$ cat src/rtl/sudoku_pkg.sv
// ============================================================================
// sudoku_pkg : shared types and constants for the Sudoku loader
// Revision   : 1.0
// ============================================================================
`default_nettype none

package sudoku_pkg;

  localparam int N = 9;

  typedef logic [8:0] cand_t;

  typedef enum logic [1:0] {
    FILL = 2'd0,
    LOAD = 2'd1,
    HOLD = 2'd2
  } loader_state_t;

  // Box number 0..8 from box-row / box-column counters.
  function automatic logic [3:0] box_idx(input logic [1:0] br, input logic [1:0] bc);
    return 4'(br) * 4'd3 + 4'(bc);
  endfunction

endpackage

`default_nettype wire

$ cat src/rtl/sudoku_loader_if.sv
// ============================================================================
// sudoku_loader_if : digit stream in, one-hot grid and status out
// Revision         : 1.0
// ============================================================================
`default_nettype none

interface sudoku_loader_if;
  import sudoku_pkg::*;

  logic             i_Valid;
  logic [3:0]       i_Digit;
  logic             o_Ready;
  cand_t [8:0][8:0] o_Grid;
  logic             o_Grid_Valid;
  logic             o_Load;
  logic             o_Conflict;
  logic             o_Err_Digit;
  logic             i_Ack;

  modport master (
    output i_Valid, i_Digit, i_Ack,
    input  o_Ready, o_Grid, o_Grid_Valid, o_Load, o_Conflict, o_Err_Digit
  );

  modport slave (
    input  i_Valid, i_Digit, i_Ack,
    output o_Ready, o_Grid, o_Grid_Valid, o_Load, o_Conflict, o_Err_Digit
  );

endinterface

`default_nettype wire

$ cat src/rtl/sudoku_digit_decode.sv
// ============================================================================
// sudoku_digit_decode : decimal digit to one-hot candidate plus class flags
// Revision            : 1.0
// ============================================================================
`default_nettype none

module sudoku_digit_decode
  import sudoku_pkg::*;
(
  input  logic [3:0] i_Digit,
  output cand_t      o_Cand,
  output logic       o_Is_Clue,
  output logic       o_Is_Illegal
);

  always_comb begin
    o_Cand       = '0;
    o_Is_Clue    = 1'b0;
    o_Is_Illegal = 1'b0;
    if (i_Digit >= 4'd10) begin
      o_Is_Illegal = 1'b1;
    end else if (i_Digit != 4'd0) begin
      o_Is_Clue = 1'b1;
      o_Cand    = cand_t'(1) << (i_Digit - 4'd1);
    end
  end

endmodule

`default_nettype wire

$ cat src/rtl/sudoku_loader.sv
// ============================================================================
// sudoku_loader : fills a 9x9 one-hot grid from a digit stream, checks clues
// Revision      : 1.0
// ============================================================================
`default_nettype none

module sudoku_loader
  import sudoku_pkg::*;
(
  input  logic            i_Clk,
  input  logic            i_Rst_n,
  sudoku_loader_if.slave  bus
);

  loader_state_t          state_q, state_d;
  logic [3:0]             row_q, row_d, col_q, col_d;
  logic [1:0]             br_q, br_d, bc_q, bc_d;
  cand_t [N-1:0]          row_mask_q, row_mask_d;
  cand_t [N-1:0]          col_mask_q, col_mask_d;
  cand_t [N-1:0]          box_mask_q, box_mask_d;
  cand_t [N-1:0][N-1:0]   grid_q, grid_d;
  logic                   conflict_q, conflict_d;
  logic                   err_q, err_d;

  cand_t                  dec_cand;
  logic                   dec_clue;
  logic                   dec_illegal;
  logic                   accept;
  logic [3:0]             box;

  sudoku_digit_decode u_decode (
    .i_Digit      (bus.i_Digit),
    .o_Cand       (dec_cand),
    .o_Is_Clue    (dec_clue),
    .o_Is_Illegal (dec_illegal)
  );

  assign accept = bus.i_Valid && (state_q == FILL);
  assign box    = box_idx(br_q, bc_q);

  always_comb begin
    state_d    = state_q;
    row_d      = row_q;
    col_d      = col_q;
    br_d       = br_q;
    bc_d       = bc_q;
    row_mask_d = row_mask_q;
    col_mask_d = col_mask_q;
    box_mask_d = box_mask_q;
    grid_d     = grid_q;
    conflict_d = conflict_q;
    err_d      = err_q;

    case (state_q)
      FILL: begin
        if (accept) begin
          grid_d[row_q][col_q] = dec_cand;
          if (dec_clue) begin
            if (|((row_mask_q[row_q] | col_mask_q[col_q] | box_mask_q[box]) & dec_cand))
              conflict_d = 1'b1;
            row_mask_d[row_q] = row_mask_q[row_q] | dec_cand;
            col_mask_d[col_q] = col_mask_q[col_q] | dec_cand;
            box_mask_d[box]   = box_mask_q[box] | dec_cand;
          end
          if (dec_illegal)
            err_d = 1'b1;

          // Box counters step at the 3/6 boundaries so no divide is needed.
          if (col_q == 4'd8) begin
            col_d = 4'd0;
            bc_d  = 2'd0;
            if (row_q == 4'd8) begin
              row_d   = 4'd0;
              br_d    = 2'd0;
              state_d = LOAD;
            end else begin
              row_d = row_q + 4'd1;
              if (row_q == 4'd2 || row_q == 4'd5)
                br_d = br_q + 2'd1;
            end
          end else begin
            col_d = col_q + 4'd1;
            if (col_q == 4'd2 || col_q == 4'd5)
              bc_d = bc_q + 2'd1;
          end
        end
      end

      LOAD: state_d = HOLD;

      HOLD: begin
        // Grid is left in place; the next puzzle overwrites every cell.
        if (bus.i_Ack) begin
          state_d    = FILL;
          row_d      = 4'd0;
          col_d      = 4'd0;
          br_d       = 2'd0;
          bc_d       = 2'd0;
          row_mask_d = '0;
          col_mask_d = '0;
          box_mask_d = '0;
          conflict_d = 1'b0;
          err_d      = 1'b0;
        end
      end

      default: state_d = FILL;
    endcase
  end

  always_ff @(posedge i_Clk or negedge i_Rst_n) begin
    if (!i_Rst_n) begin
      state_q    <= FILL;
      row_q      <= 4'd0;
      col_q      <= 4'd0;
      br_q       <= 2'd0;
      bc_q       <= 2'd0;
      row_mask_q <= '0;
      col_mask_q <= '0;
      box_mask_q <= '0;
      grid_q     <= '0;
      conflict_q <= 1'b0;
      err_q      <= 1'b0;
    end else begin
      state_q    <= state_d;
      row_q      <= row_d;
      col_q      <= col_d;
      br_q       <= br_d;
      bc_q       <= bc_d;
      row_mask_q <= row_mask_d;
      col_mask_q <= col_mask_d;
      box_mask_q <= box_mask_d;
      grid_q     <= grid_d;
      conflict_q <= conflict_d;
      err_q      <= err_d;
    end
  end

  assign bus.o_Ready      = (state_q == FILL);
  assign bus.o_Load       = (state_q == LOAD);
  assign bus.o_Grid_Valid = (state_q != FILL);
  assign bus.o_Grid       = grid_q;
  assign bus.o_Conflict   = conflict_q;
  assign bus.o_Err_Digit  = err_q;

endmodule

`default_nettype wire
$ cat src/flat_wrapper.sv
// flat-port wrapper written by rule: the top's interface ports become plain ports
module sudoku_loader_flat import sudoku_pkg::*;
  (i_Clk, i_Rst_n, bus_i_Valid, bus_i_Digit, bus_i_Ack, bus_o_Ready, bus_o_Grid, bus_o_Grid_Valid, bus_o_Load, bus_o_Conflict, bus_o_Err_Digit);
  sudoku_loader_if bus_i ();
  input  logic i_Clk;
  input  logic i_Rst_n;
  input wire logic [$bits(bus_i.i_Valid)-1:0] bus_i_Valid;
  input wire logic [$bits(bus_i.i_Digit)-1:0] bus_i_Digit;
  input wire logic [$bits(bus_i.i_Ack)-1:0] bus_i_Ack;
  output wire logic [$bits(bus_i.o_Ready)-1:0] bus_o_Ready;
  output wire logic [$bits(bus_i.o_Grid)-1:0] bus_o_Grid;
  output wire logic [$bits(bus_i.o_Grid_Valid)-1:0] bus_o_Grid_Valid;
  output wire logic [$bits(bus_i.o_Load)-1:0] bus_o_Load;
  output wire logic [$bits(bus_i.o_Conflict)-1:0] bus_o_Conflict;
  output wire logic [$bits(bus_i.o_Err_Digit)-1:0] bus_o_Err_Digit;
  assign bus_i.i_Valid = bus_i_Valid;
  assign bus_i.i_Digit = bus_i_Digit;
  assign bus_i.i_Ack = bus_i_Ack;
  assign bus_o_Ready = bus_i.o_Ready;
  assign bus_o_Grid = bus_i.o_Grid;
  assign bus_o_Grid_Valid = bus_i.o_Grid_Valid;
  assign bus_o_Load = bus_i.o_Load;
  assign bus_o_Conflict = bus_i.o_Conflict;
  assign bus_o_Err_Digit = bus_i.o_Err_Digit;
  sudoku_loader u_core (.i_Clk(i_Clk), .i_Rst_n(i_Rst_n), .bus(bus_i));
endmodule
$ cat config.mk
export PLATFORM = sky130hd
export DESIGN_NAME = sudoku_loader_flat
export DESIGN_NICKNAME = d
export VERILOG_FILES = /design/src/rtl/sudoku_pkg.sv /design/src/rtl/sudoku_loader_if.sv /design/src/rtl/sudoku_digit_decode.sv /design/src/rtl/sudoku_loader.sv /design/src/flat_wrapper.sv
export SDC_FILE = /design/constraint.sdc
export NUM_CORES = 2
export LEC_CHECK = 0
export ABC_AREA = 1
export ABC_CLOCK_PERIOD_IN_PS = 3100
export CORE_AREA = 4 4 311 313
export DETAILED_ROUTE_END_ITERATION = 12
export DIE_AREA = 0 0 315 317
export GPL_TIMING_DRIVEN = 0
export PLACE_DENSITY_LB_ADDON = 0.3
export SETUP_SLACK_MARGIN = 0.1
export SYNTH_ARGS = -nofsm -noshare
export SYNTH_HDL_FRONTEND = slang
export SYNTH_SLANG_ARGS = --single-unit
export TNS_END_PERCENT = 5
$ cat constraint.sdc
create_clock -name i_Clk -period 3.1 [get_ports i_Clk]
set_input_delay 0.31 -clock i_Clk [delete_from_list [all_inputs] [get_ports i_Clk]]
set_output_delay 0.31 -clock i_Clk [all_outputs]
set_load 0.02 [all_outputs]
## Yosys cells after proc, flatten, opt, wreduce, memory -nomap -nowiden

Cells that the tools add are included.
W data, S select, Z words.

- Register bits: 988
- Input port bits: 8
- Output and inout port bits: 734
- Word-level logic and storage cells: 236

- Add/sub/neg operators: 6
- Multiply operators: 1
- Order comparisons: 7
- Equality and inequality tests: 17
- Shift-type cells: 1
- Multiplexer cells: 63
- Bitwise operators: 6
- Reduce and logical (&&, ||, !) cells: 20

Operators by type and width:

| operator | count |
|---|---|
| $bwmux W729 | 1 |
| $mux W81 | 8 |
| $pmux W81 S2 | 3 |
| $demux W81 S4 | 1 |
| $bwmux W81 | 3 |
| $bmux W9 S4 | 3 |
| $demux W9 S4 | 3 |
| $mux W9 | 8 |
| $or A9 B9 Y9 | 5 |
| $mux W4 | 6 |
| $mux W2 | 11 |
| $reduce_and A4 Y1 | 5 |
| $pmux W4 S2 | 2 |
| $lt A4 B5 Y1 const B | 3 |
| $ge A4 B1 Y1 const B | 3 |
| $ne A2 B1 Y1 const B | 6 |
| $reduce_and A5 Y1 | 2 |
| $and A9 B9 Y9 | 1 |
| $mux W1 | 9 |
| $reduce_or A9 Y1 | 1 |
| $shl A1 B4 Y9 const A | 1 |
| $add A4 B1 Y4 const B | 2 |
| $eq A4 B2 Y1 const B | 2 |
| $eq A4 B3 Y1 const B | 2 |
| 20 further kinds | 30 |

## Depth between registers and ports, before layout

- Depth in word-level cells: 11
- Gate-level depth with buffers: 17
- Gate-level depth less buffers: 16

## Hierarchy

Synthesis repeated with hierarchy kept, for this count alone.

- Cells, all modules: 4022
- Area, all modules: 38308.0 sq um

By module, submodules not included:

| module | times used | cells an instance | area each (sq um) | sequential area each (sq um) |
|---|---|---|---|---|
| sudoku_loader | 1 | 3997 | 38200.4 | 24723.7 |
| sudoku_digit_decode | 1 | 25 | 107.6 | 0.0 |

## Worst setup path after synthesis

Ideal clock, no wire load.

- Kind: register to register
- Start: reg u_core.br_q[0]
- End: reg u_core.box_mask_q[45] (netlist name)
- Setup time: 0.130 ns
- Arrival: 2.721 ns
- Data required time: 2.970 ns
- Path slack: 0.249 ns
- Stages on the path, launching flop included: 12
- Path buffers: 1
- Period minus slack after synthesis: 2.851 ns
- Cells stage by stage: dfrtp_1 > fa_1 > ha_1 > fa_1 > inv_1 > nor2_1 > clkbuf_1 > inv_1 > nor3_1 > o21ai_1 > nand2_1 > o21ai_0

- Longest elaborated chain between the ends: 10
- Elaborated cells on any way between the ends: 14
- Those cells by class: add/sub (1); mul (1); order compare (2); mux (8); bitwise (1); reduce/logical (1)

Ends and longest elaborated chain:

| what | line | source |
|---|---|---|
| start: declaration | sudoku_loader.sv:17 | `logic [1:0] br_q, br_d, bc_q, bc_d;` |
| start signal: assignment | sudoku_loader.sv:128 | `br_q <= br_d;` |
| $mul A2 B2 Y4 (*) | sudoku_pkg.sv:21 | `return 4'(br) * 4'd3 + 4'(bc);` |
| $add A4 B2 Y4 (*) | sudoku_pkg.sv:21 |  |
| $lt A4 B5 Y1 (implied by the code) or $ge A4 B1 Y1 (tied branches) | sudoku_loader.sv:63 | `box_mask_d[box] = box_mask_q[box] \| dec_cand;` |
| $logic_and A1 B1 Y1 (implied by the code) | sudoku_loader.sv:63 |  |
| $mux W9 (implied by the code) | sudoku_loader.sv:63 |  |
| $demux W9 S4 | - |  |
| $bwmux W81 (*) | sudoku_loader.sv:63 |  |
| $mux W81 (*) | sudoku_loader.sv:58 | `if (dec_clue) begin` |
| $mux W81 (*) | sudoku_loader.sv:56 | `if (accept) begin` |
| $pmux W81 S2 (*) | sudoku_loader.sv:54 | `case (state_q)` |
| end signal: assignment | sudoku_loader.sv:132 | `box_mask_q <= box_mask_d;` |
| end: declaration | sudoku_loader.sv:20 | `cand_t [N-1:0] box_mask_q, box_mask_d;` |

Mark *: on every way between the ends. The rest lies on a longest branch, timed or not. The select of a mux whose other input is x is not followed.
A chain may end at the register's enable or synchronous reset.

## Worst setup path after layout

- Start: reg u_core.br_q[0]
- End: reg u_core.conflict_q, in the netlist u_core.bus.o_Conflict

- Longest elaborated chain between the ends: 9

Ends and longest elaborated chain:

| what | line | source |
|---|---|---|
| $mul A2 B2 Y4 | sudoku_pkg.sv:21 |  |
| $add A4 B2 Y4 | sudoku_pkg.sv:21 |  |
| $bmux W9 S4 | sudoku_loader.sv:59 | `if (\|((row_mask_q[row_q] \| col_mask_q[col_q] \| box_mask_q[box]) & dec_cand))` |
| $mux W9 (implied by the code) | sudoku_loader.sv:59 |  |
| $or A9 B9 Y9 | sudoku_loader.sv:59 |  |
| $and A9 B9 Y9 | sudoku_loader.sv:59 |  |
| $reduce_or A9 Y1 | sudoku_loader.sv:59 |  |
| $ne A2 B1 Y1 (no line) | - |  |
| $reduce_and A5 Y1 (no line) | - |  |
| end signal: assignment | sudoku_loader.sv:134 | `conflict_q <= conflict_d;` |
| end: declaration | sudoku_loader.sv:22 | `logic conflict_q, conflict_d;` |

No other way between the ends. The select of a mux whose other input is x is not followed.

==> impl.org <==
** Pwr
- Of the total power, registers draw 34.9%.
- Final Total Pwr :: 45600 uW
- Internal power component :: 27600 uW
- Power density of the placed cells :: 869 nW/um2
- Summed over all nets, the switching power comes to 18000 uW.
- In this run switching power makes up 39.5% of total power.
- Clock Power Share :: 27.7%
- IR analysis of the VDD net gives a maximum drop of 0.754 mV.
- The analysis attributes to cell leakage a power of 0.0235 uW.
- Per report_power, the combinational group accounts for 37.4% of the total.

** Critical path
- Largest fanout on the critical path :: 5
- Startpoint type of the worst setup path :: register
- Critical-path cell list :: fa_2 > ha_4 > fa_2 > inv_4 > nor2_4 > buf_8 > nand2_2 > nand3_4 > nand3_1 > nand2_1 > nand2_1 > nor2_1 > nand3_2 > nand3_2 > nand2_1
- STA puts the critical path data arrival time at 3.68 ns.
- On the worst path, the slowest cell contributes a delay of 0.60 ns.
- Flop2flop setup slack :: 0.003 ns
- Reg2Reg Depth :: 15
- Most frequent CP cell :: sky130_fd_sc_hd__nand2_1
- Slowest-stage cell, CP :: sky130_fd_sc_hd__fa_2
- STA classifies the critical path endpoint as a register.
- The startpoint identified for the worst register-to-register timing path is u_core.br_q[0].
- The worst register-to-register path ends at u_core.bus.o_Conflict.
- Category of the critical setup timing path :: reg2reg
- Worst Path Required :: 3.68 ns

** Finish
- Non-filler cells in the finished layout :: 6270
- Fraction of final layout cells sized beyond drive strength 1 :: 10.1%
- Syn-to-layout area delta :: 34.2%
- Filler cells :: 8365
- The final layout contains 4940 nets.

** STA
- RSZ-0062 raised after global routing :: true
- Count of final hold-check violations :: 0
- Highest achievable clock rate :: 323 MHz
- The clock period could shrink to 3.10 ns.
- Setup total negative slack on the finished layout was measured at 0 ns.
- The number of max-slew violations in the final report is 0.
- Clock tree skew after final layout :: 0.0369 ns
- Final clock period utilization by the worst path :: 99.9%
- At the pin with the least slew margin, the transition time is 1.36 ns.
- Setup violations remaining at the end of the flow were counted as 0.
- Relative max-transition margin :: 9.22%

** Routing
- Remaining routing DRC violations :: 0
- In the final routed layout, each cell accounts on average for 25.5 um.
- The detailed router finished its first iteration with 3505 violations.
- Vias :: 34100
- In this run the remaining antenna-violating nets after routing total 0.
- WL final :: 160 mm
- First drt pass iteration count :: 7
- After detailed routing, the number of vias per cell comes to 5.44.

** Run status
- The run finished with clean final reports.

** GRT
- Number of antenna violations at the first check in global routing :: 3
- The via count of the first global-routing pass came to 33000.
- Total GRT Usage :: 31.3%
- Most used routing layer in global routing :: met2
- Met1 track utilization from global routing :: 40.8%
- Maximum number of pins on one net before global-route repair :: 123
- Total grt overflow :: 0
- For met3 alone, demand over resource in global routing was 8.82%.
- Met2 track demand over resource :: 48.3%
- First-pass GRT wire length :: 229 mm

** Yosys
- Synth Area in Simple Gates :: 16.4%
- Synthesis instantiated 37 different standard cells from the library.
- Post-synthesis sequential element count :: 988
- Largest family of logic cells by synthesized area :: simple AND/OR/NAND/NOR gates
- Largest area contributor in the synthesized netlist :: sky130_fd_sc_hd__dfrtp_1
- Summing the areas of all compound-gate instances in the mapped netlist gives 14.5% of the synthesized area.
- Summing every instance area after synthesis gives 39100 um2.
- Multiplexer cells account for 0% of the synthesized area.
- Top post-synthesis cells by area :: sky130_fd_sc_hd__dfrtp_1 (63%), sky130_fd_sc_hd__nand2_1 (10%), sky130_fd_sc_hd__o21ai_0 (8.2%), sky130_fd_sc_hd__o22ai_1 (3.0%), sky130_fd_sc_hd__o21ai_1 (2.7%)
- Adder-cell share of the synthesized area :: 0.486%
- Summing the areas of all xor and xnor instances in the mapped netlist gives 0.0448% of the synthesized area.
- For this run, asynchronously set or reset flops after synthesis account for 100%.
- Number of flops mapped to enable cells by yosys :: 0
- Synthesis produced a netlist whose cell count is 4044.
- Main synth FF type :: sky130_fd_sc_hd__dfrtp_1
- Synthesized netlist net count :: 4066
- For this run, the number of Yosys warnings is 0.
- In this run the mean area of a mapped cell was 9.67 um2.
- The share of the Yosys chip area taken by registers is 63.2%.
- Yosys top cell area share :: 63.2%

** Floorplan
- Measured along the x axis, the die boundary spans 315 um.
- The die is 317 um tall.
- Number of top-level design ports :: 742
- Core ar. :: 94300 um2
- Die area :: 99900 um2
- The initial utilization of the core area, before any placement, comes to 41.5%.
- Number of core rows :: 113

** Clock network
- Number of H-tree branching levels :: 3
- Longest Clk Path Bufs :: 3
- Buffers inserted during clock tree synthesis total 103.
- Number of sinks on the clock net :: 988
- After clock tree synthesis, the clock-pin slew on the worst setup and hold paths is 0.06 ns.
- Later-pin clock latency in the skew report :: 0.71 ns
- TritonCTS clock tree :: yes
- CTS placed an instance of sky130_fd_sc_hd__clkbuf_16 at the clock tree root.

** Run
- Across the run, the number of max-cap violations was 0.

** Place
- The number of placed instances, taps included, is 6059.
- Routability-driven placement congestion ratio :: 0.960
- After legalization and detailed placement, the total HPWL measured 113 mm.
- Buffers on Ports :: 741

** Min path
- Worst hold-check path type :: in2async
## worst max-delay path by stage
stage                               start                endpoint
after floorplan            u_core.br_q[0]   u_core.box_mask_q[45]
after global placement            i_Rst_n  u_core.bus.o_Grid[389]
after detailed placement  u_core.col_q[0]  u_core.bus.o_Grid[156]
after CTS                  u_core.br_q[0]   u_core.bus.o_Conflict
after global routing      u_core.col_q[2]  u_core.bus.o_Grid[277]
final                      u_core.br_q[0]   u_core.bus.o_Conflict
## registers in the layout, indices dropped and copies added (netlist names), 2 cells and up
name and count:
u_core.bus.o_Grid 729, u_core.box_mask_q 81, u_core.col_mask_q 81, u_core.row_mask_q 81, u_core.col_q 4, u_core.row_q 4
u_core.bc_q 2, u_core.br_q 2, u_core.state_q 2
## cell type report
class                   instances  area (um2)  share of cell area [%]
inverters                     293        1130                    2.15
multi-input cells            2549       12600                    24.1
flip-flops and latches        988       24700                    47.1
diodes                          2        5.00                 0.00953
repair buffers                768        7920                    15.1
plain buffers                 214        1040                    1.98
clock inverters                31         375                   0.715
repair inverters                1        7.51                  0.0143
well taps                    1265        1580                    3.01
clock buffers                 159        3080                    5.86
## layout by cell type, fill, tap and decap left out, types with 29 or more instances in the layout
| master | instances |
|---|---|
| sky130_fd_sc_hd__nand2_4 | 38 |
| sky130_fd_sc_hd__nand2_2 | 77 |
| sky130_fd_sc_hd__o21ai_1 | 222 |
| sky130_fd_sc_hd__inv_1 | 253 |
| sky130_fd_sc_hd__clkbuf_16 | 104 |
| sky130_fd_sc_hd__o22ai_1 | 187 |
| sky130_fd_sc_hd__clkbuf_1 | 166 |
| sky130_fd_sc_hd__nand2_1 | 1073 |
| sky130_fd_sc_hd__nor2_1 | 52 |
| sky130_fd_sc_hd__clkdlybuf4s50_1 | 740 |
| sky130_fd_sc_hd__buf_2 | 29 |
| sky130_fd_sc_hd__nand3_1 | 135 |
| sky130_fd_sc_hd__o21ai_0 | 625 |
| sky130_fd_sc_hd__clkbuf_8 | 29 |
| sky130_fd_sc_hd__dfrtp_1 | 986 |
## synth_stat cells (2+ instances only)
| library cell | instances |
|---|---|
| sky130_fd_sc_hd__a21oi_1 | 6 |
| sky130_fd_sc_hd__a21oi_2 | 5 |
| sky130_fd_sc_hd__a21oi_4 | 5 |
| sky130_fd_sc_hd__buf_1 | 5 |
| sky130_fd_sc_hd__buf_2 | 28 |
| sky130_fd_sc_hd__buf_4 | 16 |
| sky130_fd_sc_hd__buf_6 | 13 |
| sky130_fd_sc_hd__clkbuf_1 | 146 |
| sky130_fd_sc_hd__clkbuf_2 | 7 |
| sky130_fd_sc_hd__clkinv_1 | 11 |
| sky130_fd_sc_hd__dfrtp_1 | 988 |
| sky130_fd_sc_hd__fa_1 | 2 |
| sky130_fd_sc_hd__ha_1 | 12 |
| sky130_fd_sc_hd__inv_1 | 262 |
| sky130_fd_sc_hd__inv_2 | 20 |
| sky130_fd_sc_hd__nand2_1 | 1090 |
| sky130_fd_sc_hd__nand2_2 | 69 |
| sky130_fd_sc_hd__nand2_4 | 29 |
| sky130_fd_sc_hd__nand3_1 | 149 |
| sky130_fd_sc_hd__nand4_1 | 15 |
| sky130_fd_sc_hd__nor2_1 | 75 |
| sky130_fd_sc_hd__nor2_2 | 4 |
| sky130_fd_sc_hd__nor2_4 | 21 |
| sky130_fd_sc_hd__nor2_8 | 6 |
| sky130_fd_sc_hd__nor3_1 | 4 |
| sky130_fd_sc_hd__o211ai_1 | 3 |
| sky130_fd_sc_hd__o21a_1 | 3 |
| sky130_fd_sc_hd__o21ai_0 | 642 |
| sky130_fd_sc_hd__o21ai_1 | 212 |
| sky130_fd_sc_hd__o22ai_1 | 188 |
| sky130_fd_sc_hd__xor2_1 | 2 |
## worst max-delay path: cells and delay by family (launching register included)
kind                     cells  cell delay (ns)
buffers and inverters        2             0.22
adder cells (fa/ha/maj)      3             1.33
flip-flops                   1             0.45
AND/OR/NAND/NOR             10             0.99
## repair_timing
item / CTS / global route
pin swaps: 5 / 16
cloned: 0 / 3
buffers inserted: 14 / 2
hold endpoints to repair: 72 / 0
hold buffers: 1 / 0
resized for setup: 40 / 103
endpoints found under the setup margin: 418 / 499
## metal layers
layer  wire length, um  part of all wire, %  vias to the layer above
met2             72300                   45                     1594
met1             63000                   39                    17100
met5                 0                    0                        -
li1                  -                    -                    15100
met4              9450                  5.9                        0
met3             14900                  9.3                      354
## cells by family (layout without fill, tap and decap cells)
family	count (synthesis)	after routing
AO/OA/AOI/OAI	1065	1065
XOR/XNOR	2	2
adder cells (fa/ha/maj)	14	14
buffers and inverters	508	1466
flip-flops	988	988
other	0	2
AND/OR/NAND/NOR	1467	1468
## power by group through the flow
stage / Sequential, uW / Clock, uW / Combinational, uW
global route: 16100 / 13300 / 18200
floorplan: 16500 / 0 / 8080
CTS: 15900 / 12700 / 15500
detailed placement: 16100 / 0 / 14500
finish: 15900 / 12600 / 17100
global placement: 16200 / 0 / 14300
## metrics by stage
| step | util (%) | instance area (um2) | worst slack (ns) | hold WS [ns] |
|---|---|---|---|---|
| floorplan | - | 39100 | 0.249 | 0.0144 |
| global placement | 51.0 | 48100 | -43.41 | 0.464 |
| global route | 55.7 | 52500 | -0.105 | 0.177 |
| detailed placement | 51.3 | 48400 | -0.643 | 0.348 |
| finish | 55.7 | 52500 | 0.00315 | 0.154 |
| CTS | 55.3 | 52100 | -0.0440 | 0.189 |
(Power assumes the default switching activity.)
